File: config.mk
export PLATFORM = sky130hd
export DESIGN_NAME = fetch_unit
export DESIGN_NICKNAME = d
export VERILOG_FILES = /design/src/rtl/riscv_pkg.sv /design/src/rtl/fetch_unit.sv
export SDC_FILE = /design/constraint.sdc
export NUM_CORES = 1
export LEC_CHECK = 0
export BUFFER_PORTS_ARGS = -buffer_cell sky130_fd_sc_hd__buf_2
export CAP_MARGIN = 40
export CORE_AREA = 2 2 101 103
export DETAILED_ROUTE_END_ITERATION = 8
export DIE_AREA = 0 0 103 105
export GPL_ROUTABILITY_DRIVEN = 0
export GPL_TIMING_DRIVEN = 0
export PLACE_DENSITY_LB_ADDON = 0.25
export REMOVE_ABC_BUFFERS = 1
export SYNTH_ARGS = -nofsm -noshare
export SYNTH_HDL_FRONTEND = slang
export SYNTH_SLANG_ARGS = --single-unit
File: constraint.sdc
create_clock -name clk -period 2.1 [get_ports clk]
set_input_delay 0.21 -clock clk [delete_from_list [all_inputs] [get_ports clk]]
set_output_delay 0.21 -clock clk [all_outputs]
set_load 0.05 [all_outputs]
File: src/rtl/riscv_pkg.sv
// Shared RISC-V pipeline constants and the fetch-stage state type.
package riscv_pkg;

  localparam logic [31:0] NOP_INSTR = 32'h0000_0013;

  typedef enum logic [1:0] {
    IDLE    = 2'd0,
    WAIT    = 2'd1,
    VALID   = 2'd2,
    DISCARD = 2'd3
  } fetch_state_t;

endpackage

File: src/rtl/fetch_unit.sv
// Instruction fetch stage: one outstanding imem read, stall hold, execute redirect.
// Optional FETCH_PERF_EN adds the FetchWaitCnt stall-cycle counter output.
module fetch_unit
  import riscv_pkg::*;
#(
  parameter logic [31:0] RESET_PC = 32'h0000_0000
) (
  input  logic        clk,
  input  logic        rst,
  input  logic        Stall,
  input  logic        PCSrcE,
  input  logic [31:0] PCTargetE,
  output logic        imem_req,
  output logic [31:0] imem_addr,
  input  logic        imem_rvalid,
  input  logic [31:0] imem_rdata,
  output logic [31:0] InstrF,
  output logic [31:0] PCPlus4F,
  output logic [31:0] PCF,
  output logic        InstrValidF
`ifdef FETCH_PERF_EN
  ,
  output logic [31:0] FetchWaitCnt
`endif
);

  fetch_state_t r_state;
  logic [31:0]  r_pc;
  logic [31:0]  r_instr;
  logic         r_valid;
  logic [31:0]  w_pc_plus4;
  logic [31:0]  w_target;
  logic         w_pending;

  assign w_pc_plus4 = r_pc + 32'd4;
  assign w_target   = PCTargetE & ~32'd3;
  // A request is still in flight at the memory if we are waiting or discarding.
  assign w_pending  = (r_state == WAIT) || (r_state == DISCARD);

  always_ff @(posedge clk or posedge rst) begin
    if (rst) begin
      r_state <= IDLE;
      r_pc    <= RESET_PC;
      r_instr <= NOP_INSTR;
      r_valid <= 1'b0;
    end else if (PCSrcE) begin
      r_pc    <= w_target;
      r_instr <= NOP_INSTR;
      r_valid <= 1'b0;
      r_state <= (w_pending && !imem_rvalid) ? DISCARD : IDLE;
    end else begin
      case (r_state)
        IDLE: r_state <= WAIT;
        WAIT: begin
          if (imem_rvalid) begin
            r_instr <= imem_rdata;
            r_valid <= 1'b1;
            r_state <= VALID;
          end
        end
        VALID: begin
          if (!Stall) begin
            r_pc    <= w_pc_plus4;
            r_instr <= NOP_INSTR;
            r_valid <= 1'b0;
            r_state <= WAIT;
          end
        end
        DISCARD: begin
          if (imem_rvalid) r_state <= IDLE;
        end
        default: r_state <= IDLE;
      endcase
    end
  end

  assign imem_req    = (r_state == WAIT);
  assign imem_addr   = r_pc;
  assign InstrF      = r_instr;
  assign PCF         = r_pc;
  assign InstrValidF = r_valid;
  assign PCPlus4F    = r_valid ? w_pc_plus4 : 32'd0;

`ifdef FETCH_PERF_EN
  function automatic logic [31:0] sat_inc(input logic [31:0] v);
    return (v == 32'hFFFF_FFFF) ? v : v + 32'd1;
  endfunction

  logic [31:0] r_wait_cnt;

  always_ff @(posedge clk or posedge rst) begin
    if (rst)            r_wait_cnt <= 32'd0;
    else if (w_pending) r_wait_cnt <= sat_inc(r_wait_cnt);
  end

  assign FetchWaitCnt = r_wait_cnt;
`endif

endmodule

==> flow_summary.toml, run 1 <==
[logic_synthesis]
synth_warnings = 0
synth.cell_area_mm2 = 0.00395
synth.top_cell.area_share = 0.393
synth_edf_count = 0
syn_avg_cell_area_um2 = 9.26
yosysUniqueCellTypes = 44
ys_seq_elements = 65
yosys.area.top_type = "dfrtp_1"
syn_inst = 427
async_reset_ff_frac = 1.00
synth.area.top_cells = "dfrtp_1 39%, buf_4 7.0%, a22o_1 6.4%"
yosysSeqAreaShare = 0.412
ys.flop_type = "dfrtp_1"

[finish]
final_common_cell = "buf_2"
syn_to_final_growth_pct = 49.1
fill_cells = 875
final_cell_mix = "166 x buf_2, 54 x buf_4, 51 x nand2_1, 39 x dfrtp_1, 29 x a22o_1"
antennaDiodeCount = 0
design_area_mm2 = 0.00589
final_nets = 704
drive_gt1_frac = 0.526

[worst_setup_path]
worstPathCellList = "ha_4 -> nand3_4 -> or4_4 -> or3_4 -> a21boi_2 -> buf_6"
rr_worst_depth = 10
r2r-start = "PCF[3]$_DFFE_PP0P_"
cp_max_fo = 6
cpMaxStageDelayCell = "or4_4"
crit_path_start = "PCF[3]$_DFFE_PP0P_"
critPathKind = "reg -> out"
slowest_delay_ns = 0.53
critical_path_arrival_ns = 2.23
startpoint_type = "flop"
cp.required_ns = 1.89
crit_cells = 6
endpoint_kind = "primary output"
path_buf_inv = 1
cp_top_family = "simple AND/OR/NAND/NOR gates"

[pwr]
p_switching_w = 0.00183
p_seq_frac = 0.346
irDropWorstVdd_mv = 0.329
power.density_mw_per_mm2 = 747
cell_internal_pwr_w = 0.00257
total_leakage_power_nw = 2.90
combPwrFrac = 0.386
sw_frac_of_total = 0.415
p_clk_frac = 0.268
p_total_w = 0.00440

[hold_path]
hold_path_depth = 3
hp-start = "PCTargetE[18]"
hp-class = "in -> reg"

[global_routing]
track_usage = 0.204
grt_antenna_before_repair = 0
grt_pass1_wl_um = 17400
grt_pass1_vias = 3565
grt-ovfl-total = 0
grt_max_degree = 42

[timing]
setup_violations = 21
max_freq_mhz = 411
worstMarginPinSlew_ns = 0.868
period_share = 1.16
maxSlewViolCount = 0
fin_ws_ns = -0.336
hold_viol = 0
relSlewSlack = 0.418
fin_worst_skew_ns = 0.00715
finalCriticalPeriod_ns = 2.44
fin_setup_tns_ns = -3.98
grt_setup_unrepaired = "yes"

[clocking]
clock_latency_ns = 0.34
cts-htree-levels = 3
clock-sinks = 65
root_buffer = "clkbuf_8"
clk_pin_slew_worst_paths_ns = 0.08
cts_max_path_buffers = 2
cts_tree = "done"
cts_buffers = 9

[routing]
drt_first_pass_iters = 4
wl_um = 11700
drt_iter0_markers = 94
ant_nets = 0
vias = 3821
drcViolationCount = 0
avgRoutedWirePerCell_um = 15.1
via_per_inst = 4.95

[floorplan]
die_w_um = 103
die_y_um = 105
initial_core_util = 0.410
die_area_mm2 = 0.0108
ioPinCount = 199
coreArea_mm2 = 0.00964
num_rows = 36

[placement]
placed_area_mm2 = 0.00478
dp_hpwl_um = 7550
io_buffers = 190

[outcome]
status = "finished with violations"
violations = "negative setup slack"

[job]
max-cap-violations = 0
==> cells in the mapped netlist, types with 2 or more instances <==
library cell,number
nand3_1,12
and3_1,3
and2_1,28
buf_1,2
nor4_1,2
dfrtp_1,62
nor3_4,2
nor3_2,2
o21ai_0,22
o21ai_1,11
and4_1,6
nand2b_1,2
dfstp_2,3
buf_4,37
xnor2_1,26
a22o_1,29
xor2_1,27
mux2i_1,2
nand4_1,20
inv_1,3
o22a_1,3
buf_2,2
or3_1,5
nor2_1,14
a21boi_0,2
nand2_1,53
nand4b_1,3
nor3_1,5
clkbuf_1,24
==> state kept, by name (all words and copies together) (netlist names) <==
register     cells
InstrValidF      1
r_state          2
InstrF          32
PCF             30
==> kinds of logic after synthesis <==
group           share of synthesized area
buf+inv                             0.103
simple gates                        0.235
compound gates                      0.123
mux                               0.00507
flops                               0.412
fa+ha+maj                         0.00317
other cells                      0.000949
xor+xnor                            0.117
==> worst paths after layout <==
path                                               end  slack [ns]
worst min register to register  InstrF[22]$_DFFE_PP0P_        0.50
worst max-delay path                      PCPlus4F[16]       -0.34
max in group asynchronous        InstrF[0]$_DFFE_PP1P_        0.86
worst min-delay path               PCF[18]$_DFFE_PP0P_        0.07
min in group asynchronous        InstrF[3]$_DFFE_PP0P_        0.55
worst max register to register     PCF[31]$_DFFE_PP0P_        0.19
==> power groups by stage <==
stage	Combinational, W	Clock (W)	Sequential [W]
after floorplan	0.000481	0	0.00210
after global placement	0.00139	0	0.00157
after detailed placement	0.00145	0	0.00155
after CTS	0.00157	0.00122	0.00152
after global routing	0.00179	0.00127	0.00154
final	0.00170	0.00118	0.00152
==> area by class of cell <==
class                      instances  area, um2  share of cell area
multi-input combinational        298       2120               0.360
timing repair buffer             257       1720               0.291
sequential                        65       1660               0.281
tap                              133        166              0.0282
clock buffer                      10        128              0.0217
clock inverter                     6       92.6              0.0157
inverter                           3       11.3             0.00191
==> timing repair <==
item / CTS / global route
hold buffers: 1 / 0
hold endpoints to repair: 4 / 0
endpoints found under the setup margin: 44 / 55
gates resized for setup: 75 / 53
buffers inserted: 22 / 40
gates cloned: 0 / 0
pin swaps: 11 / 30
==> worst register-to-register path, delay by kind of cell (launching register included) <==
| family | cells | cell delay [ns] |
|---|---|---|
| and+or+nand+nor | 3 | 0.43 |
| AOI/OAI and AO/OA | 1 | 0.17 |
| buffers and inverters | 5 | 0.65 |
| xor gates and xnor gates | 1 | 0.15 |
| DFF | 1 | 0.41 |
==> layer usage <==
layer	share of wire	track usage
met1	0.43	0.261
met4	0.0072	0.0620
met3	0.063	0.0522
met2	0.50	0.336
met5	0	0
==> metrics by stage <==
stage               setup WS (ns)  hold slack [ns]   util  cells
global placement            -1.39            0.419  0.487    689
CTS                        -0.302           0.0608  0.562    733
finish                     -0.336           0.0744  0.612    772
global route               -0.402           0.0589  0.612    772
detailed placement         -0.527            0.376  0.496    694
floorplan                   -1.41            0.299      -    366
No activity file was read; power rests on OpenSTA's default activity.
==> run 2: changes to the inputs <==
--- a/config.mk
+++ b/config.mk
@@ -7,9 +7,11 @@
 export LEC_CHECK = 0
 export BUFFER_PORTS_ARGS = -buffer_cell sky130_fd_sc_hd__buf_2
 export CAP_MARGIN = 40
-export CORE_AREA = 2 2 101 103
+export CELL_PAD_IN_SITES_DETAIL_PLACEMENT = 1
+export CELL_PAD_IN_SITES_GLOBAL_PLACEMENT = 1
+export CORE_AREA = 2 2 132 108
 export DETAILED_ROUTE_END_ITERATION = 8
-export DIE_AREA = 0 0 103 105
+export DIE_AREA = 0 0 134 110
 export GPL_ROUTABILITY_DRIVEN = 0
 export GPL_TIMING_DRIVEN = 0
 export PLACE_DENSITY_LB_ADDON = 0.25
==> flow_summary.toml, run 2 (same netlist as run 1, synthesis figures left out) <==
[outcome]
status = "finished with violations"
violations = "negative setup slack"

[floorplan]
die_w_um = 134
initial_core_util = 0.296
ioPinCount = 199
die_area_mm2 = 0.0147
die_y_um = 110
num_rows = 38
coreArea_mm2 = 0.0134

[finish]
syn_to_final_growth_pct = 53.2
final_common_cell = "buf_2"
drive_gt1_frac = 0.528
fin_util = 0.453
fill_cells = 1556
final_cell_mix = "168 x buf_2, 50 x nand2_1, 40 x buf_4, 38 x dfrtp_1, 29 x a22o_1"
final_nets = 690
antennaDiodeCount = 0
largest_reg_flops = 32

[hold_path]
hp-start = "PCTargetE[6]"
hp-class = "in -> reg"

[worst_setup_path]
cp.required_ns = 1.89
r2r-start = "r_state[1]$_DFFE_PP0P_"
startpoint_type = "flop"
cp_max_fo = 6
critPathKind = "reg -> out"
critical_path_arrival_ns = 2.24
endpoint_kind = "primary output"
crit_path_start = "PCF[9]$_DFFE_PP0P_"

[job]
max-cap-violations = 0

[timing]
maxSlewViolCount = 0
grt_setup_unrepaired = "yes"
period_share = 1.17
worstMarginPinSlew_ns = 0.545
fin_ws_ns = -0.354
fin_worst_skew_ns = 0.00645
max_freq_mhz = 408
finalCriticalPeriod_ns = 2.45
relSlewSlack = 0.637
hold_viol = 0
setup_violations = 22

[routing]
drt_iter0_markers = 188
wl_um = 13900
drt_first_pass_iters = 4
drcViolationCount = 0
vias = 3857
ant_nets = 0
avgRoutedWirePerCell_um = 17.3
via_per_inst = 4.79

[placement]
dp_worst_setup_slack_ns = -0.621
io_buffers = 190
dp_hpwl_um = 9660

[global_routing]
grt-ovfl-total = 0
grt_antenna_before_repair = 0
grt_pass1_vias = 3737
grt_pass1_wl_um = 20800
track_usage = 0.182
grt_max_degree = 50

[clocking]
cts-htree-levels = 3
clock_latency_ns = 0.32
cts_tree = "done"
clock-sinks = 65
clk_pin_slew_worst_paths_ns = 0.06
cts_buffers = 9
root_buffer = "clkbuf_16"
cts_max_path_buffers = 2

[pwr]
irDropWorstVdd_mv = 0.417
power.density_mw_per_mm2 = 802
total_leakage_power_nw = 2.94
## run 2: cell count changes in the layout (fill, tap and decap cells not counted), sizes merged
| cell | before | now |
|---|---|---|
| buf | 256 | 241 |
| clkbuf | 10 | 12 |
| clkinv | 2 | 1 |
## run 2: timing repair
item,4_1_cts,5_1_grt
endpoints found under the setup margin,45,52
endpoints found under the hold margin,22,0
resized for setup,82,52
hold buffers,1,0
setup buffers,33,11
gates cloned,0,1
pin swaps,13,25
## run 2: metal layers
layer  up-vias  part of all wire  GRT usage
li1       1817                 -          -
met1      1909              0.45      0.253
met2       121              0.49      0.295
met3        10             0.046     0.0338
met4         0            0.0087     0.0418
met5         -                 0          0
## run 2: worst paths after layout
check	end	slack, ns	cells after the start
max	PCPlus4F[16]	-0.35	5
min	PCF[6]$_DFFE_PP0P_	0.1	3
max reg2reg	PCF[14]$_DFFE_PP0P_	0.16	6
min reg2reg	InstrF[2]$_DFFE_PP0P_	0.50	1
max in group asynchronous	InstrF[4]$_DFFE_PP1P_	1.11	4
min in group asynchronous	InstrF[28]$_DFFE_PP0P_	0.41	3
## run 2: cell type report
class                      count  area (um2)  area share
multi-input combinational    298        2210       0.364
sequential                    65        1660       0.274
timing repair buffer         243        1630       0.269
clock buffer                  11         243      0.0401
tap                          180         225      0.0372
clock inverter                 5        80.1      0.0132
inverter                       3        13.8     0.00227
## run 2: worst max-delay path: stages (launching register included)
cell and delay (ns):
dfrtp_2 0.40, nand4_1 0.15, or4_4 0.65, or3_4 0.36, a21boi_2 0.18, buf_6 0.18
## run 2: report_power, final
group | switching, W | internal (W) | total, W
Clock | 0.000565 | 0.00107 | 0.00164
Sequential | 0.000147 | 0.00138 | 0.00152
Combinational | 0.00119 | 0.000506 | 0.00170
## run 2: stage by stage
step | power (W) | area [um2] | setup TNS, ns | std cells | hold slack, ns
6_report | 0.00486 | 6060 | -4.38 | 805 | 0.0964
3_5_place_dp | 0.00305 | 4880 | -10.33 | 743 | 0.199
4_1_cts | 0.00482 | 5710 | -3.20 | 793 | 0.0913
5_1_grt | 0.00507 | 6060 | -6.96 | 805 | 0.0938
2_1_floorplan | 0.00258 | 3570 | -42.26 | 366 | 0.299
3_3_place_gp | 0.00298 | 4750 | -106.89 | 736 | 0.423
